<file path="src/rtl/ctle_adapt_pkg.sv">
// Shared types and helpers for the CTLE peaking-code adaptation controller.
package ctle_adapt_pkg;

  typedef enum logic [2:0] {
    ST_IDLE,
    ST_SETTLE,
    ST_MEASURE,
    ST_EVAL,
    ST_APPLY,
    ST_DONE
  } state_e;

  // Number of codes visited by one sweep.
  function automatic int sweep_len(input int code_min, input int code_max);
    return code_max - code_min + 1;
  endfunction

endpackage

</file>
<file path="src/rtl/sat_cnt.sv">
// Saturating up-counter: synchronous clear, enable, 1-bit increment.
module sat_cnt #(
  parameter int W = 16
) (
  input  logic         clk,
  input  logic         rstn,
  input  logic         clr,
  input  logic         en,
  input  logic         inc,
  output logic [W-1:0] q
);

  logic [W-1:0] r_q;

  // NOTE: sequential state is assigned with <= so every flop samples pre-edge values.
  always_ff @(posedge clk or negedge rstn) begin
    if (!rstn) begin
      r_q <= '0;
    end else if (clr) begin
      r_q <= '0;
    end else if (en && inc && (r_q != {W{1'b1}})) begin
      r_q <= r_q + W'(1);
    end
  end

  assign q = r_q;

endmodule

</file>
<file path="src/rtl/ctle_adapt_ctrl.sv">
// Sweeps the CTLE peaking code, counts slicer errors per code after settling,
// and applies the code with the fewest errors (ties keep the lower code).
module ctle_adapt_ctrl
  import ctle_adapt_pkg::*;
#(
  parameter int CODE_W     = 4,
  parameter int CODE_MIN   = 0,
  parameter int CODE_MAX   = 15,
  parameter int CODE_DEF   = 8,
  parameter int SETTLE_CYC = 64,
  parameter int DWELL_CYC  = 1024,
  parameter int ERR_W      = 16
) (
  input  logic              clk,
  input  logic              rstn,
  input  logic              start,
  input  logic              err_vld,
  input  logic              err,
  output logic [CODE_W-1:0] code_out,
  output logic              busy,
  output logic              done,
  output logic [ERR_W-1:0]  best_err
);

  localparam int SW = $clog2(SETTLE_CYC) + 1;
  localparam int DW = $clog2(DWELL_CYC) + 1;

  localparam logic [CODE_W-1:0] CODE_MIN_L  = CODE_W'(CODE_MIN);
  localparam logic [CODE_W-1:0] CODE_DEF_L  = CODE_W'(CODE_DEF);
  localparam logic [CODE_W-1:0] CODE_LAST_L =
    CODE_W'(CODE_MIN + sweep_len(CODE_MIN, CODE_MAX) - 1);
  localparam logic [SW-1:0]     SETTLE_LAST = SW'(SETTLE_CYC - 1);
  localparam logic [DW-1:0]     DWELL_LAST  = DW'(DWELL_CYC - 1);

  state_e            r_state;
  state_e            w_state_nxt;
  logic [CODE_W-1:0] r_code;
  logic [CODE_W-1:0] r_best_code;
  logic [ERR_W-1:0]  r_best_err;
  logic [SW-1:0]     r_settle_cnt;
  logic [DW-1:0]     r_samp_cnt;
  logic [ERR_W-1:0]  w_err_cnt;
  logic              w_settle_last;
  logic              w_samp_last;
  logic              w_last_code;
  logic              w_err_clr;
  logic              w_err_en;

  assign w_settle_last = (r_settle_cnt == SETTLE_LAST);
  assign w_samp_last   = (r_samp_cnt == DWELL_LAST);
  assign w_last_code   = (r_code == CODE_LAST_L);
  assign w_err_clr     = (r_state == ST_SETTLE) && w_settle_last;
  assign w_err_en      = (r_state == ST_MEASURE) && err_vld;

  sat_cnt #(
    .W(ERR_W)
  ) u_err_cnt (
    .clk (clk),
    .rstn(rstn),
    .clr (w_err_clr),
    .en  (w_err_en),
    .inc (err),
    .q   (w_err_cnt)
  );

  always_ff @(posedge clk or negedge rstn) begin
    if (!rstn) begin
      r_state <= ST_IDLE;
    end else begin
      r_state <= w_state_nxt;
    end
  end

  // NOTE: the default assignment first keeps this block free of inferred latches.
  always_comb begin
    w_state_nxt = r_state;
    case (r_state)
      ST_IDLE, ST_DONE: if (start) w_state_nxt = ST_SETTLE;
      ST_SETTLE:        if (w_settle_last) w_state_nxt = ST_MEASURE;
      ST_MEASURE:       if (err_vld && w_samp_last) w_state_nxt = ST_EVAL;
      ST_EVAL:          w_state_nxt = w_last_code ? ST_APPLY : ST_SETTLE;
      ST_APPLY:         w_state_nxt = ST_DONE;
      default:          w_state_nxt = ST_IDLE;
    endcase
  end

  always_ff @(posedge clk or negedge rstn) begin
    if (!rstn) begin
      r_code       <= CODE_DEF_L;
      r_best_code  <= CODE_MIN_L;
      r_best_err   <= '1;
      r_settle_cnt <= '0;
      r_samp_cnt   <= '0;
    end else begin
      case (r_state)
        ST_IDLE, ST_DONE: begin
          if (start) begin
            r_code       <= CODE_MIN_L;
            r_best_code  <= CODE_MIN_L;
            r_best_err   <= '1;
            r_settle_cnt <= '0;
          end
        end
        ST_SETTLE: begin
          if (w_settle_last) begin
            r_samp_cnt <= '0;
          end else begin
            r_settle_cnt <= r_settle_cnt + SW'(1);
          end
        end
        ST_MEASURE: begin
          if (err_vld) r_samp_cnt <= r_samp_cnt + DW'(1);
        end
        ST_EVAL: begin
          // Strict compare: an equal count never displaces the lower code.
          if (w_err_cnt < r_best_err) begin
            r_best_err  <= w_err_cnt;
            r_best_code <= r_code;
          end
          if (!w_last_code) begin
            r_code       <= r_code + CODE_W'(1);
            r_settle_cnt <= '0;
          end
        end
        ST_APPLY: r_code <= r_best_code;
        default: ;
      endcase
    end
  end

  assign code_out = r_code;
  assign best_err = r_best_err;
  assign busy     = (r_state == ST_SETTLE) || (r_state == ST_MEASURE) ||
                    (r_state == ST_EVAL)   || (r_state == ST_APPLY);
  assign done     = (r_state == ST_DONE);

endmodule
</file>
<file path="config.mk">
export PLATFORM = sky130hd
export DESIGN_NAME = ctle_adapt_ctrl
export DESIGN_NICKNAME = d
export VERILOG_FILES = /design/src/rtl/ctle_adapt_pkg.sv /design/src/rtl/sat_cnt.sv /design/src/rtl/ctle_adapt_ctrl.sv
export SDC_FILE = /design/constraint.sdc
export NUM_CORES = 1
export LEC_CHECK = 0
export BUFFER_PORTS_ARGS = -buffer_cell sky130_fd_sc_hd__buf_2
export CELL_PAD_IN_SITES_DETAIL_PLACEMENT = 0
export CELL_PAD_IN_SITES_GLOBAL_PLACEMENT = 1
export CORE_UTILIZATION = 42
export CTS_CLUSTER_DIAMETER = 80
export CTS_CLUSTER_SIZE = 20
export DETAILED_ROUTE_END_ITERATION = 16
export GPL_TIMING_DRIVEN = 0
export PLACE_DENSITY_LB_ADDON = 0.2
export SLEW_MARGIN = 20
export SYNTH_ARGS = -nofsm -noshare
export SYNTH_HDL_FRONTEND = slang
export SYNTH_SLANG_ARGS = --single-unit
</file>
<file path="constraint.sdc">
create_clock -name clk -period 2.8 [get_ports clk]
set_clock_uncertainty 0.1 [all_clocks]
set_input_delay 0.84 -clock clk [delete_from_list [all_inputs] [get_ports clk]]
set_output_delay 0.84 -clock clk [all_outputs]
set_load 0.05 [all_outputs]
</file>
==> metrics <==
Synth top cells by count=53 x nor2_1, 44 x dfrtp_1, 41 x inv_1; CP Data Arrival Time=between 2 and 3 ns; Initial Utilization=a little over two fifths; CTS Sinks=61; worst vdd ir=about 0.35 mV; Worst-path clk slew=around 0.07 ns; mux contribution to synthesized area=0.2734%; first-pass GRT wire length=about 14000 um; max-cap viol count=0; Yosys cell types=52; DP Cell Count=about 540; R2R depth=8; hold buffer count at CTS=0; CP Capture Point=r_best_code[0]; vias in the first global route=2958; Leak Pwr=roughly 1.9 nW; total detailed-routing wirelength=roughly 8600 um; die area=9094 um^2; Die X=95.37 um; Worst setup EP type=flop; Ports=27; Synth Area per Inst=between 9 and 10 um^2; final hold violation count=0; DRC=0; CP Launch Type=flop; Placeable Area=between 8000 and 9000 um^2; yosys warns=0; worst r2r dst=r_best_code[0]; met2 usage=around a third; main combinational cell family by area after synthesis=simple AND/OR/NAND/NOR gates; GRT met3 Usage=3.270%; Fin Setup TNS=0 ns; Slew headroom=a little over half; P per Cell Area=roughly 800 nW/um^2; reg-to-reg startpoint=best_err[13]; Post-synth EDFFs=0; synthesis-to-layout area growth=14.76%; Core Rows=33; worst slew pin tran=0.7074 ns; TritonCTS clock tree=built; most frequent cell after synthesis=nor2_1; Mapped Nets=roughly 430; Mapped Area=~3700 um^2; Routed Antenna Nets=0; commonest register cell after synthesis=dfrtp_1; Compound-Gate Fraction of Synth Area=approximately 19%; Req. time, crit path=~2.9 ns; RSZ-0062 raised after global routing=false; Critical Path Start=best_err[13]; Final setup viols=0; Final nets=about 470; CP Max Fanout=10; Synth Area in XOR/XNOR=5.024%; drt initial violations=about 130; largest net degree at the start of global routing=39; GRT busiest layer=met2; post-DP HPWL=6070 um; met1 global-route usage=29.13%; Remaining Overflow, GRT=0; sequential-to-total area share from yosys stat=42.28%; status=finished clean; cell taking the most area after synthesis=dfrtp_1; Tmin final=~2.7 ns; Layout Cells excl Fill=approximately 550; routability cong.=roughly 0.80; GRT Util Overall=about a fifth; initial antenna violation count=0; post-synthesis register bit count=around 60; Simple-Gate Fraction of Synth Area=19.65%; layout cells sized above 1=between 10% and 20%; fin crit share=between 90% and 100%; Async S/R FF share, synth=between 90% and 100%; Mapped Cells=~400; Longest Clk Path Bufs=2; Post-Synth Adder-Cell Area=about 6.5%; hold crit path type=in2async; top cells by area, synth=dfrtp_1 30%, dfstp_2 12%, ha_1 6.5%; Clock Root Buffer=clkbuf_8; ANT cells=0; R2R setup slack=0.09 ns; Avg Vias per Cell=~5.6; Via Count=between 3000 and 4000; DR pass1 iterations=5; H-Tree Depth=3; achievable frequency=~370 MHz; number of CTS-inserted buffers=9; final slew viol count=0; WS Path Type=reg2reg; Port Buf Inserts=26; wire length per cell after detailed routing=around 15 um; Synth top area share=a little under a third; Clock Latency Late Sink=0.34 ns; die height=95.37 um
[layout by cell type, fill, tap and decap left out, types with 16 or more instances in the layout]
cell type and n:
a211oi_1 17, nand2_1 27, ha_1 19, dfstp_2 17
xnor2_1 16, a21oi_1 17, dfrtp_1 44, nor2_1 53
inv_1 41, buf_2 27, a311oi_1 23
[area by class of cell]
cell class                 instances  area (um^2)
timing repair buffer              29        167.7
inverter                          41        153.9
multi-input combinational        281         1872
fill                             811         4139
sequential                        61         1548
clock inverter                     4        70.07
clock buffer                      12        155.1
tap                              105        131.4
buffer                            21        103.9
[worst max-delay path: stages (launching register included)]
cell     delay, ns
dfstp_2       0.55
inv_1         0.05
ha_1          0.29
nand4_1       0.14
or2_1         0.27
or4_4         0.55
and4_4        0.22
buf_6         0.14
a211o_1       0.29
[through the flow]
step	utilization (%)	setup slack [ns]	hold WS, ns	cell area [um^2]	power (mW)
floorplan	-	0.002832	0.3498	3661	2.257
global placement	47.03	0.07337	0.3899	3923	2.518
detailed placement	47.30	0.05016	0.3934	3945	2.544
CTS	50.00	0.04967	0.3028	4170	3.456
global route	50.38	0.0006884	0.3179	4202	3.649
finish	50.38	0.09092	0.3017	4202	3.430
[worst min path at each step]
stage                     slack, ns  cells after the start              end
after floorplan                0.35                      2      code_out[2]
after global placement         0.39                      1   r_samp_cnt[10]
after detailed placement       0.39                      2      code_out[2]
after CTS                      0.30                      1       r_state[1]
after global routing           0.32                      1  r_settle_cnt[5]
final                          0.30                      1       r_state[2]
[metal layers]
metal	wire, um	share of wire [%]	up-vias
met3	331	3.9	10
met2	3887	45	48
met4	103	1.2	0
met1	4236	49	1499
li1	-	-	1546
met5	0	0	-
[state kept, by name (all words and copies together), names as in the netlist]
register	count
best_err	16
u_err_cnt.q	16
r_samp_cnt	11
r_settle_cnt	7
code_out	4
r_best_code	4
r_state	3
[what timing repair did]
action                                  CTS  global route
resized for setup                         0             9
endpoints found under the hold margin     0             0
endpoints found under the setup margin    0            15
setup buffers                             0             2
[logic make-up (layout without fill, tap and decap cells)]
group           after synthesis  count (layout)
compound gates               98              98
xor+xnor                     21              21
fa+ha+maj                    19              19
buf+inv                      62             107
flops                        61              61
mux                           1               1
simple gates                142             142
[where the power goes]
part	leakage, nW	internal (mW)	switching, mW	total, mW
logic	1.00	0.367	0.800	1.17
registers	0.754	1.15	0.217	1.37
clock network	0.116	0.547	0.350	0.898
Power figures use the tool's default switching activity.
